==> src/rtl/mult_div_ctrl.sv <==
// Sequencing controller for the HI/LO multiply/divide unit: start pulses, HI/LO write, completion and exceptions.
// Optional RUN-phase timeout is built only when MDC_TIMEOUT_EN is defined.
module mult_div_ctrl #(
    parameter int unsigned TIMEOUT_CYC = 40
) (
    input  logic       Clock,
    input  logic       Reset,
    input  logic       Start,
    input  logic       Op,
    input  logic       DivZero,
    input  logic       UnitDone,
    output logic       MultStart,
    output logic       DivStart,
    output logic       DivMult,
    output logic       RegHighW,
    output logic       RegLowW,
    output logic       Busy,
    output logic       Done,
    output logic       ExcpOut,
    output logic [1:0] ExcpCode
);

    typedef enum logic [2:0] {
        IDLE  = 3'd0,
        START = 3'd1,
        RUN   = 3'd2,
        WRITE = 3'd3,
        DONE  = 3'd4,
        EXCP  = 3'd5
    } state_e;

    localparam logic [1:0] CAUSE_DIVZERO = 2'b01;

    state_e     state_q;
    logic       op_q;
    logic [1:0] cause_q;

`ifdef MDC_TIMEOUT_EN
    localparam int unsigned CNT_W   = (TIMEOUT_CYC > 1) ? $clog2(TIMEOUT_CYC) : 1;
    localparam logic [CNT_W-1:0] CNT_LAST = CNT_W'(TIMEOUT_CYC - 1);
    localparam logic [1:0] CAUSE_TIMEOUT = 2'b10;

    logic [CNT_W-1:0] cnt_q;
`else
    // Timeout depth has no effect unless the watchdog is built.
    localparam int unsigned timeout_unused = TIMEOUT_CYC;
`endif

    always_ff @(posedge Clock) begin
        if (Reset) begin
            state_q <= IDLE;
            op_q    <= 1'b0;
            cause_q <= 2'b00;
`ifdef MDC_TIMEOUT_EN
            cnt_q   <= '0;
`endif
        end else begin
            case (state_q)
                IDLE: begin
                    if (Start) begin
                        op_q <= Op;
                        if (Op && DivZero) begin
                            cause_q <= CAUSE_DIVZERO;
                            state_q <= EXCP;
                        end else begin
                            state_q <= START;
                        end
                    end
                end
                START: begin
`ifdef MDC_TIMEOUT_EN
                    cnt_q   <= '0;
`endif
                    state_q <= RUN;
                end
                RUN: begin
                    if (UnitDone) begin
                        state_q <= WRITE;
                    end else begin
`ifdef MDC_TIMEOUT_EN
                        // Saturating count; UnitDone above already wins on the final cycle.
                        if (cnt_q != '1) begin
                            cnt_q <= cnt_q + CNT_W'(1);
                        end
                        if (cnt_q == CNT_LAST) begin
                            cause_q <= CAUSE_TIMEOUT;
                            state_q <= EXCP;
                        end
`endif
                    end
                end
                WRITE:   state_q <= DONE;
                DONE:    state_q <= IDLE;
                EXCP:    state_q <= IDLE;
                default: state_q <= IDLE;
            endcase
        end
    end

    // Moore decode straight from the state register and latched op.
    assign MultStart = (state_q == START) && !op_q;
    assign DivStart  = (state_q == START) && op_q;
    assign Busy      = (state_q == START) || (state_q == RUN) || (state_q == WRITE);
    assign DivMult   = Busy && op_q;
    assign RegHighW  = (state_q == WRITE);
    assign RegLowW   = (state_q == WRITE);
    assign Done      = (state_q == DONE);
    assign ExcpOut   = (state_q == EXCP);
    assign ExcpCode  = (state_q == EXCP) ? cause_q : 2'b00;

endmodule

==> config.mk <==
export PLATFORM = sky130hd
export DESIGN_NAME = mult_div_ctrl
export DESIGN_NICKNAME = d
export VERILOG_FILES = /design/src/rtl/mult_div_ctrl.sv
export SDC_FILE = /design/constraint.sdc
export NUM_CORES = 1
export LEC_CHECK = 0
export ABC_AREA = 0
export BUFFER_PORTS_ARGS = -buffer_cell sky130_fd_sc_hd__buf_2
export CORE_AREA = 2 2 39 41
export DETAILED_ROUTE_END_ITERATION = 10
export DIE_AREA = 0 0 41 43
export SYNTH_ARGS = -nofsm -noshare
export SYNTH_HDL_FRONTEND = slang
export SYNTH_SLANG_ARGS = --single-unit
==> constraint.sdc <==
create_clock -name Clock -period 3.8 [get_ports Clock]
set_input_delay 0.57 -clock Clock [delete_from_list [all_inputs] [get_ports Clock]]
set_output_delay 0.57 -clock Clock [all_outputs]
set_load 0.03 [all_outputs]
After elaboration in Yosys (flattened, before gate mapping)
Index checks and enable logic that the tools add are counted.
Storage, ports and cells
  register bits after elaboration: 5
  input bits: 6
Cells by class
  equality and inequality tests: 7
  multiplexer cells: 5
  reduce and logical (&&, ||, !) cells: 11
Operators by type and width (count)
  $pmux 3 s4: 1
  $mux 3: 3
  $eq 3x2->1 const B: 2
  $eq 3x3->1 const B: 2
  $logic_and 1x1->1: 4
  $ne 2x2->1 const B: 2
  $reduce_and 2->1: 2
  $eq 3x1->1 const B: 1
  $logic_not 3->1: 1
  $reduce_and 3->1: 1
  $logic_or 1x1->1: 2
  $logic_not 1->1: 1
  $mux 1: 1

Depth between registers and ports, before layout
  word-level depth: 4
  depth in mapped cells: 3
  gate-level depth less buffers: 2

Least setup slack after synthesis
Ideal clock, no wire load.
  path kind: register -> output
  from: register state_q[2]
  to: output MultStart
  arrival: 1.580 ns
  required time: 3.230 ns
  slack: 1.650 ns
  cell stages (with the launch flop): 3
  buffers on the path: 1
  cell sequence: dfxtp_1 > clkbuf_1 > nor4b_1
On the way
  cells in the longest elaborated chain, start to end: 2
RTL lines
  from (decl): line 34  | state_e state_q;
  from (signal assigned): line 51  | state_q <= IDLE;
  from (signal assigned): line 64  | state_q <= EXCP;
  from (signal assigned): line 66  | state_q <= START;
  $eq 3x1->1: line 101  | assign MultStart = (state_q == START) && !op_q;
  $logic_and 1x1->1: line 101
  to (decl): line 12  | output logic MultStart,
Every way passes these cells.

Worst setup path after layout
  from: register state_q[2]
  to: output ExcpCode[0]
On the way
  cells in the longest elaborated chain, start to end: 2
RTL lines
  $eq 3x3->1: line 109  | assign ExcpCode = (state_q == EXCP) ? cause_q : 2'b00;
  $mux 1: line 109
  to (decl): line 20  | output logic [1:0] ExcpCode
Every way passes these cells.

==> flow_summary_export.csv <==
group,metric,value,unit
yosys,synth.distinct_cells,22,
worst_setup_path,path_buf_inv,1,
yosys,synth_common_cells,"5 x dfxtp_1, 3 x nand2b_1",
yosys,synthSimpleGateAreaFrac,39.0,%
worst_setup_path,start_kind,"register",
drt,wire_per_inst,9.90,um
yosys,synth_xor_area_share,2.79,%
die,start_util,22.7,%
yosys,synth_top_family_by_area,"simple AND/OR/NAND/NOR gates",
finish,final_nets,53,
power_and_ir_drop,power.leakage,0.193,nW
timing,rsz0062_at_grt,"false",
die,num_rows,14,
yosys,synthMuxAreaShare,6.37,%
worst_setup_path,cp.arrival,1.28,ns
worst_setup_path,r2r_start,"state_q[2]$_SDFFE_PP0P_",
finish,diodes,0,
yosys,synth.most_common_cell,"dfxtp_1",
timing,final.setup.tns,0,ns
clocking,post_cts_buffers,0,
die,die_x,41,um
drt,vias,266,
worst_setup_path,cp-end-kind,"output port",
clocking,cts_buffer_depth,2,
worst_setup_path,crit_fanout,12,
yosys,yosys.area.top_type,"dfxtp_1",
timing,finalSetupViolations,0,
yosys,synthTopCellsByArea,"dfxtp_1 32%, mux2i_1 6.4%, nand2b_1 6.0%",
timing,period_minus_slack,1.85,ns
drt,drt_iter0_markers,3,
timing,finClkSkew,0.00189,ns
placement,dp_hpwl,457,um
worst_setup_path,required,3.23,ns
worst_setup_path,critical-path-max-stage-delay,0.52,ns
worst_setup_path,r2r-end,"state_q[2]$_SDFFE_PP0P_",
global_routing,overflow,0,
worst_setup_path,r2r_slack,2.41,ns
clocking,numCtsBuffers,3,
min_path,hold_end,"cause_q[0]$_SDFFE_PP0P_",
global_routing,grt_pass1_wl,1.01,mm
yosys,yosysWarnings,0,
yosys,synth_seq_cells,5,
power_and_ir_drop,power_density,419,nW/um2
placement,gp_congestion,0.613,
finish,fill_cells,153,
yosys,syn_nets,39,
run,maxCapViolations,0,
min_path,min-delay-start,"cause_q[0]$_SDFFE_PP0P_",
yosys,async_flop_share,0,%
run_status,outcome,"completed",
worst_setup_path,critical_path_class,"register to output port",
timing,maxSlewViolCount,0,
placement,io_buffers,14,
finish,syn2layout_area_growth,25.9,%
die,core_area,1380,um2
clocking,cts.hold.buffers_added,0,
min_path,worstHoldPathCells,2,
worst_setup_path,crit_chain,"and3b_1 -> and2_1 -> buf_2",
clocking,clk_pin_slew,0.04,ns
drt,drt_wl_total,614,um
worst_setup_path,reg2regPathDepth,2,
clocking,cts_repair_resize_count,0,
power_and_ir_drop,irDropWorstVdd,0.0000887,V
timing,finalCritPeriodShare,48.8,%
drt,viasPerCell,4.29,
yosys,netlist.area_leader.share,31.9,%
power_and_ir_drop,power,0.000166,W
yosys,synthCells,33,
worst_setup_path,slowest_stage,"dfxtp_1",
global_routing,antenna_found_initial,0,
clocking,clock_latency,0.24,ns
die,ios,16,
global_routing,grt_pass1_vias,264,
clocking,cts_tree,"built",
clocking,root_buffer,"clkbuf_4",
yosys,syn_area_per_cell,9.52,um2
yosys,synth_compound_area_share,7.57,%
timing,final-hold-violation-count,0,
worst_setup_path,cpLargestDelayFamily,"flip-flops",
yosys,synth_edf_count,0,
clocking,cts_sinks,5,
clocking,htreeDepth,1,
global_routing,grt_max_degree,13,
die,die_height,43,um
drt,drc,0,
yosys,yosysSeqAreaShare,31.9,%
finish,layout-drive-gt1-share,41.3,%
timing,fmaxAchievable,540,MHz
drt,first_pass_iters,2,
yosys,netlist_area,314,um2
die,die-area,1760,um2
min_path,hold_class,"register to register",
global_routing,grtUsageTotal,9.15,%
drt,drtAntennaViolNets,0,
yosys,synth_ff_type,"dfxtp_1",
yosys,synth_fa_ha_area_share,0,%
-- worst min-delay path: stages (launching register included) --
cell and delay, ns:
dfxtp_1 0.32, nand2b_1 0.06, o31ai_1 0.05
-- state kept, by name (all words and copies together), names as in the netlist --
signal and count:
op_q 1, cause_q 1, state_q 3
-- placed cells by master (no fill, tap or decap), drive strengths merged --
cell type	n
buf	14
nor4b	1
or4bb	1
xnor2	1
clkbuf	4
and3b	2
nor4	1
and2	2
o41ai	1
nor2	2
nor3	1
nand2b	3
nand2	1
o31ai	1
dfxtp	5
or4b	1
conb	1
mux2i	2
nor4bb	1
nor3b	1
-- stage by stage --
stage          hold slack (ns)  instance area (um2)  worst slack, ns  cells  util, %
2_1_floorplan            0.424                  314             1.65     33        -
3_3_place_gp             0.446                  369             2.23     58     26.7
3_5_place_dp             0.449                  369             2.20     58     26.7
4_1_cts                  0.459                  395             1.94     62     28.6
5_1_grt                  0.499                  395             1.83     62     28.6
6_report                 0.456                  395             1.95     62     28.6
-- cell families after synthesis --
family,after synthesis
XOR/XNOR,1
buffers and inverters,5
multiplexers,2
AND/OR/NAND/NOR,17
other,1
flip-flops,5
AO/OA/AOI/OAI,2
-- per-layer routing --
layer / part of all wire, % / vias up / GRT usage, %
li1: - / 140 / -
met1: 40 / 109 / 8.39
met2: 45 / 15 / 13.8
met3: 11 / 2 / 4.71
met4: 3.3 / 0 / 8.00
met5: 0 / - / 0
-- power by group --
part           switching (W)  internal, W
registers         0.00000815    0.0000573
clock network      0.0000223    0.0000397
logic              0.0000219    0.0000162
-- worst max-delay path by stage --
stage / startpoint / to / slack [ns] / cells after the start
final: state_q[2]$_SDFFE_PP0P_ / ExcpCode[0] / 1.95 / 3
after global routing: state_q[2]$_SDFFE_PP0P_ / ExcpCode[0] / 1.83 / 3
after CTS: state_q[2]$_SDFFE_PP0P_ / ExcpCode[0] / 1.94 / 3
after detailed placement: state_q[2]$_SDFFE_PP0P_ / ExcpCode[0] / 2.20 / 3
after global placement: state_q[2]$_SDFFE_PP0P_ / ExcpCode[0] / 2.23 / 3
after floorplan: state_q[2]$_SDFFE_PP0P_ / MultStart / 1.65 / 2
-- cell type report --
cell class | count | area, um2 | share of cell area [%]
timing repair buffer | 14 | 70.1 | 17.7
tap | 16 | 20.0 | 5.06
multi-input combinational | 23 | 179 | 45.3
sequential | 5 | 100 | 25.3
clock buffer | 4 | 26.3 | 6.65
(Power assumes the default switching activity.)
